`src/rtl/dev_reshuffler_pkg.sv`:
```
// Shared reshuffler definitions: tile geometry and the tile type used by
// the gather stage and the reshuffler core.
package dev_reshuffler_pkg;

    localparam int SpatPar   = 8;                 // rows per tile, must be >= 2
    localparam int DataWidth = 64;                // bits per row
    localparam int RowIdxW   = $clog2(SpatPar);   // derived, not overridden
    localparam int TileCntW  = 16;                // emitted-tile counter width

    typedef logic [DataWidth-1:0]               row_t;
    typedef logic [RowIdxW-1:0]                 row_idx_t;
    typedef logic [SpatPar-1:0][DataWidth-1:0]  tile_t;

endpackage

```
`src/rtl/dev_reshuffler_gather_if.sv`:
```
// Bundle between a row streamer, the gather stage and the reshuffler input.
//
// Handshake: both channels are valid/ready. A transfer happens on a rising
// clock edge where valid and ready are both high. Once tile_valid_o is high,
// it and tile_o hold until that transfer; the producer never lowers valid or
// changes data while waiting. row_last_i has meaning only alongside an
// accepted row.
interface dev_reshuffler_gather_if;
    import dev_reshuffler_pkg::*;

    row_t                 row_i;
    logic                 row_valid_i;
    logic                 row_last_i;
    logic                 row_ready_o;
    tile_t                tile_o;
    logic                 tile_valid_o;
    logic                 tile_ready_i;
    logic [TileCntW-1:0]  tile_cnt_o;

    // Upstream streamer plus downstream reshuffler side.
    modport master (
        output row_i, row_valid_i, row_last_i, tile_ready_i,
        input  row_ready_o, tile_o, tile_valid_o, tile_cnt_o
    );

    // Gather stage side.
    modport slave (
        input  row_i, row_valid_i, row_last_i, tile_ready_i,
        output row_ready_o, tile_o, tile_valid_o, tile_cnt_o
    );

endinterface

```
`src/rtl/dev_gather_tile_buf.sv`:
```
// One tile register: writes a single row slot per cycle, or clears the
// whole tile. Clear wins, so a popped buffer always restarts at zero.
module dev_gather_tile_buf
    import dev_reshuffler_pkg::*;
(
    input  logic     clk_i,
    input  logic     rst_ni,
    input  logic     wr_en_i,
    input  row_idx_t wr_idx_i,
    input  row_t     row_i,
    input  logic     clr_i,
    output tile_t    tile_o
);

    tile_t tile_q;

    // Tile storage: reset/clear to zero, otherwise write the addressed row.
    always_ff @(posedge clk_i or negedge rst_ni) begin
        if (!rst_ni) begin
            tile_q <= '0;
        end else if (clr_i) begin
            tile_q <= '0;
        end else if (wr_en_i) begin
            tile_q[wr_idx_i] <= row_i;
        end
    end

    assign tile_o = tile_q;

endmodule

```
`src/rtl/dev_reshuffler_gather.sv`:
```
// Gather stage: packs SpatPar rows into a tile using two ping-pong buffers
// so one tile can fill while the previous one waits on the reshuffler.
module dev_reshuffler_gather
    import dev_reshuffler_pkg::*;
(
    input  logic                    clk_i,
    input  logic                    rst_ni,
    dev_reshuffler_gather_if.slave  bus
);

    logic                wr_sel_q, wr_sel_d;
    logic                rd_sel_q, rd_sel_d;
    row_idx_t            row_idx_q, row_idx_d;
    logic [1:0]          full_cnt_q, full_cnt_d;
    logic [TileCntW-1:0] tile_cnt_q, tile_cnt_d;

    logic  row_ready;
    logic  tile_valid;
    logic  accept;
    logic  close;
    logic  pop;
    tile_t buf_tile [2];

    // Ready and valid come only from full_cnt, never from the other side's
    // handshake inputs, so there is no combinational path through the block.
    assign row_ready  = (full_cnt_q < 2'd2);
    assign tile_valid = (full_cnt_q != 2'd0);

    assign accept = bus.row_valid_i && row_ready;
    assign close  = accept &&
                    ((row_idx_q == row_idx_t'(SpatPar - 1)) || bus.row_last_i);
    assign pop    = tile_valid && bus.tile_ready_i;

    // Write and clear never hit the same buffer: when both pointers are equal
    // either nothing is full (no pop) or both are full (no accept).
    for (genvar i = 0; i < 2; i++) begin : g_buf
        dev_gather_tile_buf u_buf (
            .clk_i    (clk_i),
            .rst_ni   (rst_ni),
            .wr_en_i  (accept && (wr_sel_q == 1'(i))),
            .wr_idx_i (row_idx_q),
            .row_i    (bus.row_i),
            .clr_i    (pop && (rd_sel_q == 1'(i))),
            .tile_o   (buf_tile[i])
        );
    end

    // Next-state: pointers, slot index, occupancy and the tile counter.
    always_comb begin
        wr_sel_d   = wr_sel_q;
        rd_sel_d   = rd_sel_q;
        row_idx_d  = row_idx_q;
        full_cnt_d = full_cnt_q;
        tile_cnt_d = tile_cnt_q;

        if (accept) begin
            if (close) begin
                row_idx_d = '0;
                wr_sel_d  = ~wr_sel_q;
            end else begin
                row_idx_d = row_idx_q + row_idx_t'(1);
            end
        end

        if (pop) begin
            rd_sel_d   = ~rd_sel_q;
            tile_cnt_d = tile_cnt_q + TileCntW'(1);
        end

        unique case ({close, pop})
            2'b10:   full_cnt_d = full_cnt_q + 2'd1;
            2'b01:   full_cnt_d = full_cnt_q - 2'd1;
            default: full_cnt_d = full_cnt_q;
        endcase
    end

    // State register.
    always_ff @(posedge clk_i or negedge rst_ni) begin
        if (!rst_ni) begin
            wr_sel_q   <= 1'b0;
            rd_sel_q   <= 1'b0;
            row_idx_q  <= '0;
            full_cnt_q <= 2'd0;
            tile_cnt_q <= '0;
        end else begin
            wr_sel_q   <= wr_sel_d;
            rd_sel_q   <= rd_sel_d;
            row_idx_q  <= row_idx_d;
            full_cnt_q <= full_cnt_d;
            tile_cnt_q <= tile_cnt_d;
        end
    end

    // With nothing full, rd_sel points at the buffer being filled; mask it so
    // an idle output shows zero rather than a partial tile.
    assign bus.tile_o       = tile_valid ? buf_tile[rd_sel_q] : '0;
    assign bus.tile_valid_o = tile_valid;
    assign bus.row_ready_o  = row_ready;
    assign bus.tile_cnt_o   = tile_cnt_q;

endmodule

```
`src/flat_wrapper.sv`:
```
// flat-port wrapper written by rule: the top's interface ports become plain ports
module dev_reshuffler_gather_flat import dev_reshuffler_pkg::*;
  (clk_i, rst_ni, bus_row_i, bus_row_valid_i, bus_row_last_i, bus_tile_ready_i, bus_row_ready_o, bus_tile_o, bus_tile_valid_o, bus_tile_cnt_o);
  dev_reshuffler_gather_if bus_i ();
  input  logic clk_i;
  input  logic rst_ni;
  input wire logic [$bits(bus_i.row_i)-1:0] bus_row_i;
  input wire logic [$bits(bus_i.row_valid_i)-1:0] bus_row_valid_i;
  input wire logic [$bits(bus_i.row_last_i)-1:0] bus_row_last_i;
  input wire logic [$bits(bus_i.tile_ready_i)-1:0] bus_tile_ready_i;
  output wire logic [$bits(bus_i.row_ready_o)-1:0] bus_row_ready_o;
  output wire logic [$bits(bus_i.tile_o)-1:0] bus_tile_o;
  output wire logic [$bits(bus_i.tile_valid_o)-1:0] bus_tile_valid_o;
  output wire logic [$bits(bus_i.tile_cnt_o)-1:0] bus_tile_cnt_o;
  assign bus_i.row_i = bus_row_i;
  assign bus_i.row_valid_i = bus_row_valid_i;
  assign bus_i.row_last_i = bus_row_last_i;
  assign bus_i.tile_ready_i = bus_tile_ready_i;
  assign bus_row_ready_o = bus_i.row_ready_o;
  assign bus_tile_o = bus_i.tile_o;
  assign bus_tile_valid_o = bus_i.tile_valid_o;
  assign bus_tile_cnt_o = bus_i.tile_cnt_o;
  dev_reshuffler_gather u_core (.clk_i(clk_i), .rst_ni(rst_ni), .bus(bus_i));
endmodule
```
`config.mk`:
```
export PLATFORM = sky130hd
export DESIGN_NAME = dev_reshuffler_gather_flat
export DESIGN_NICKNAME = d
export VERILOG_FILES = /design/src/rtl/dev_reshuffler_pkg.sv /design/src/rtl/dev_reshuffler_gather_if.sv /design/src/rtl/dev_gather_tile_buf.sv /design/src/rtl/dev_reshuffler_gather.sv /design/src/flat_wrapper.sv
export SDC_FILE = /design/constraint.sdc
export NUM_CORES = 2
export LEC_CHECK = 0
export CAP_MARGIN = 30
export CORE_ASPECT_RATIO = 1.4
export CORE_MARGIN = 2
export CORE_UTILIZATION = 68
export CTS_BUF_LIST = sky130_fd_sc_hd__clkbuf_8
export CTS_CLUSTER_SIZE = 28
export DETAILED_ROUTE_END_ITERATION = 8
export DONT_BUFFER_PORTS = 1
export HOLD_SLACK_MARGIN = 0.12
export PLACE_DENSITY = 0.84
export SLEW_MARGIN = 25
export SYNTH_ARGS = -nofsm -noshare
export SYNTH_HDL_FRONTEND = slang
export SYNTH_SLANG_ARGS = --single-unit
export TNS_END_PERCENT = 20
```
`constraint.sdc`:
```
create_clock -name clk_i -period 3.9 [get_ports clk_i]
set_input_delay 0.78 -clock clk_i [delete_from_list [all_inputs] [get_ports clk_i]]
set_output_delay 0.78 -clock clk_i [all_outputs]
set_load 0.01 [all_outputs]
```
==> qor.log <==
INFO  run_status     status=finished, violations left
INFO  run_status     failed_checks=negative hold slack
INFO  worst_setup_path crit_chain=buf_12, mux2i_1, nor2_1
INFO  power_and_ir_drop power.switching=12.5mW
INFO  power_and_ir_drop power.switching_fraction=38.4%
INFO  clock_tree     cts-root-to-sink-buffers=3
INFO  placed_design  port-buffer-count=0
INFO  sta            finalHoldViolCount=40
INFO  detailed_routing first_iter_violations=6153
INFO  placed_design  dpl-instance-area=49200µm²
INFO  logic_synthesis synth_top_cell_area_share=53.3%
INFO  job            timing.max_cap.violations=0
INFO  power_and_ir_drop logic_pwr_share=31.0%
INFO  power_and_ir_drop peakVddDrop=0.000629V
INFO  die            die-area=74500µm²
INFO  global_route   pin_count_of_the_biggest_net_entering_global_routing=1048
INFO  detailed_routing via_count=43000
INFO  power_and_ir_drop cellLeakagePower=24.7nW
INFO  logic_synthesis postSynthCellCount=5814
INFO  worst_setup_path critical_path_peak_fanout=83
INFO  global_route   overflow=0
INFO  placed_design  detailedPlacementHpwl=93200µm
INFO  worst_setup_path critical-path-slowest-cell=sky130_fd_sc_hd__dfrtp_4
INFO  detailed_routing post_drt_wl_per_cell=24.5µm
INFO  logic_synthesis synth_top_cell_by_area=sky130_fd_sc_hd__dfrtp_1
INFO  min_path       worst_hold_path_type=input pin to async pin
INFO  finish         post-route-util=74.4%
INFO  sta            final.hold.worst_slack=-370ps
INFO  worst_setup_path reg2regPathDepth=5
INFO  finish         finalInstanceArea=53200µm²
INFO  logic_synthesis syn_area_per_cell=8.45µm²
INFO  sta            max_slew_margin=24.3%
INFO  finish         syn_to_layout_area_delta=8.29%
INFO  power_and_ir_drop intPower=20.1mW
INFO  logic_synthesis yosys-top-cells-area=sky130_fd_sc_hd__dfrtp_1 53%, sky130_fd_sc_hd__nand2_1 16%, sky130_fd_sc_hd__a21oi_1 10%, sky130_fd_sc_hd__mux2i_1 10%, sky130_fd_sc_hd__nor2_1 4.0%
INFO  clock_tree     numCtsBuffers=154
INFO  sta            rsz0062_at_grt=false
INFO  detailed_routing totalWireLength=162000µm
INFO  finish         stdcell_count=6627
INFO  global_route   grt_usage=42.7%
INFO  finish         fillCellCount=4977
INFO  power_and_ir_drop part_of_the_total_power_dissipated_in_sequential_elements=41.9%
INFO  clock_tree     clk_root_buffer_cell=sky130_fd_sc_hd__clkbuf_8
INFO  placed_design  post-place-cells=6269
INFO  die            row_count=116
INFO  detailed_routing vias_per_cell=6.48
INFO  global_route   antenna_found_initial=9
INFO  detailed_routing drtPass1Iterations=9
INFO  sta            finalClockSkew=27.4ps
INFO  sta            fmax=258MHz
INFO  die            design.core.area=71600µm²
INFO  worst_setup_path timing.critical_path.arrival=3090ps
INFO  worst_setup_path timing_worst_setup_path_type=flop to primary output
INFO  logic_synthesis synth.yosys.warnings=0
INFO  clock_tree     total_of_hold_buffers_inserted_after_clock_tree_synthesis=64
INFO  detailed_routing route.antenna.remaining_nets=0
INFO  die            ios=599
INFO  placed_design  place_worst_setup_slack=987ps
INFO  clock_tree     cts_num_sinks=1047
INFO  sta            post_layout_minimum_cycle_time=3870ps
INFO  logic_synthesis ys_ff_latch=1047
INFO  logic_synthesis synth.cell_area=49200µm²
INFO  placed_design  gp_congestion=0.881
INFO  die            die_w=231µm
INFO  detailed_routing drc=0
INFO  clock_tree     h-tree-depth=4
INFO  sta            min_period_over_period=99.3%
INFO  sta            setup_ws=26.1ps
INFO  global_route   first_pass_grt_wire_length=242000µm
INFO  global_route   first_global_vias=41100
INFO  power_and_ir_drop clkPwrFrac=27.0%
INFO  finish         layout-drive-gt1-share=6.08%
INFO  sta            slew_violations=0
INFO  power_and_ir_drop cellPowerDensity=612nW/µm²
INFO  worst_setup_path critical-path-max-stage-delay=920ps
INFO  sta            tightest_slew=1130ps
INFO  logic_synthesis share_of_the_yosys_chip_area_belonging_to_registers=53.3%
INFO  clock_tree     post_cts.repair.setup_buffers=0
INFO  clock_tree     clkTransAtPathRegs=70ps
INFO  sta            tns=0ps
INFO  worst_setup_path cp-end-kind=primary output
INFO  die            die_h=322µm
INFO  die            floorplan.initialDensity=68.7%
INFO  sta            timing.final.setup_violations=0
INFO  finish         final_nets=5632
INFO  worst_setup_path timing.critical_path.from_type=flop
INFO  worst_setup_path crit_required=3120ps
INFO  clock_tree     clk_latency=850ps
INFO  logic_synthesis mappedNetlistNets=5887
INFO  clock_tree     cts_tree=yes
INFO  logic_synthesis synth.lib_cells_used.distinct=34
-- placed cells by master (no fill, tap or decap), types with 4 or more instances in the layout --
cell type,n
sky130_fd_sc_hd__xnor2_1,14
sky130_fd_sc_hd__nor2_4,11
sky130_fd_sc_hd__dlygate4sd3_1,63
sky130_fd_sc_hd__dfrtp_1,1046
sky130_fd_sc_hd__a21oi_1,1024
sky130_fd_sc_hd__nand2_1,2055
sky130_fd_sc_hd__mux2i_1,510
sky130_fd_sc_hd__diode_2,12
sky130_fd_sc_hd__nor3_1,5
sky130_fd_sc_hd__buf_12,42
sky130_fd_sc_hd__clkinv_2,10
sky130_fd_sc_hd__buf_4,35
sky130_fd_sc_hd__nand3_1,6
sky130_fd_sc_hd__nor2_1,516
sky130_fd_sc_hd__buf_16,7
sky130_fd_sc_hd__nand2_2,6
sky130_fd_sc_hd__ha_1,4
sky130_fd_sc_hd__clkbuf_8,195
sky130_fd_sc_hd__xor2_1,6
sky130_fd_sc_hd__inv_1,60
-- power groups by stage --
| stage | sequential, mW | combinational (mW) | clock, mW |
|---|---|---|---|
| floorplan | 13.2 | 7.32 | 0 |
| global placement | 13.7 | 9.17 | 0 |
| detailed placement | 13.8 | 9.36 | 0 |
| CTS | 13.6 | 9.65 | 8.80 |
| global route | 13.8 | 10.7 | 9.29 |
| finish | 13.7 | 10.1 | 8.81 |
-- cell usage after synthesis, drive strengths merged --
| library cell | count |
|---|---|
| a22o | 2 |
| xnor2 | 14 |
| nand2 | 2064 |
| o211ai | 1 |
| nand4 | 3 |
| or2 | 3 |
| xor2 | 6 |
| nand4bb | 2 |
| and3 | 4 |
| nand2b | 4 |
| nor2b | 2 |
| nor2 | 528 |
| clkbuf | 394 |
| buf | 169 |
| mux2 | 2 |
| nand4b | 1 |
| a21oi | 1024 |
| mux2i | 512 |
| ha | 4 |
| nor4b | 1 |
| o2111ai | 1 |
| nand3 | 9 |
| o21ai | 1 |
| nor4bb | 2 |
| inv | 3 |
| nor3 | 8 |
| and2 | 3 |
| dfrtp | 1047 |
-- layer usage --
metal / GRT usage [%] / vias up / share of wire [%]
met5: 0 / - / 0.014
met4: 29.0 / 4 / 6.8
met3: 12.2 / 617 / 12
met2: 64.7 / 3182 / 46
met1: 53.4 / 21000 / 35
li1: - / 18200 / -
-- worst paths after layout --
check | from | endpoint | slack [ps]
max | u_core.rd_sel_q | bus_tile_o[79] | 30
min | rst_ni | u_core.g_buf[1].u_buf.tile_o[451] | -370
max reg2reg | u_core.wr_sel_q | u_core.g_buf[1].u_buf.tile_o[449] | 990
min reg2reg | u_core.g_buf[0].u_buf.tile_o[314] | u_core.g_buf[0].u_buf.tile_o[314] | 520
max in group asynchronous | rst_ni | u_core.g_buf[0].u_buf.tile_o[37] | 1290
min in group clk_i | bus_row_last_i | u_core.row_idx_q[2] | 210
-- cell type report --
type	instances	area, µm²	area share [%]
clock buffer	195	2680	5.04
inverter	3	11.3	0.0212
antenna	12	30.0	0.0564
clock inverter	73	343	0.644
tap	944	1180	2.22
sequential	1047	26200	49.2
multi-input combinational	4201	20800	39.1
timing repair buffer	152	1980	3.73
-- sequential cells by signal, summed over array words and instances, names as in the netlist --
| register | count |
|---|---|
| u_core.bus.tile_cnt_o | 16 |
| u_core.full_cnt_q | 2 |
| u_core.g_buf.u_buf.tile_o | 1024 |
| u_core.rd_sel_q | 1 |
| u_core.row_idx_q | 3 |
| u_core.wr_sel_q | 1 |
-- worst max-delay path, delay by kind of cell, from the launching register on --
kind          cells  cell delay (ps)
buf+inv           1              470
simple gates      1              350
mux               1              230
flops             1              920
-- logic make-up (layout without fill, tap and decap cells) --
family	count (synthesis)	count (layout)	share of synthesized area (%)
simple gates	2634	2634	20.5
flops	1047	1047	53.3
mux	514	514	10.5
buf+inv	566	423	4.74
fa+ha+maj	4	4	0.102
xor+xnor	20	20	0.356
other cells	0	12	0
compound gates	1029	1029	10.5
-- through the flow --
stage	power (mW)	hold WS [ps]
after global placement	22.9	508
final	32.6	-370
after global routing	33.8	-387
after CTS	32.0	-387
after detailed placement	23.1	507
after floorplan	20.6	484
-- what timing repair did --
action | CTS | global route
endpoints found under the hold margin | 2071 | 159
gates resized for setup | 0 | 3
endpoints found under the setup margin | 0 | 3
Note: power is estimated with default switching activity, not from simulation.
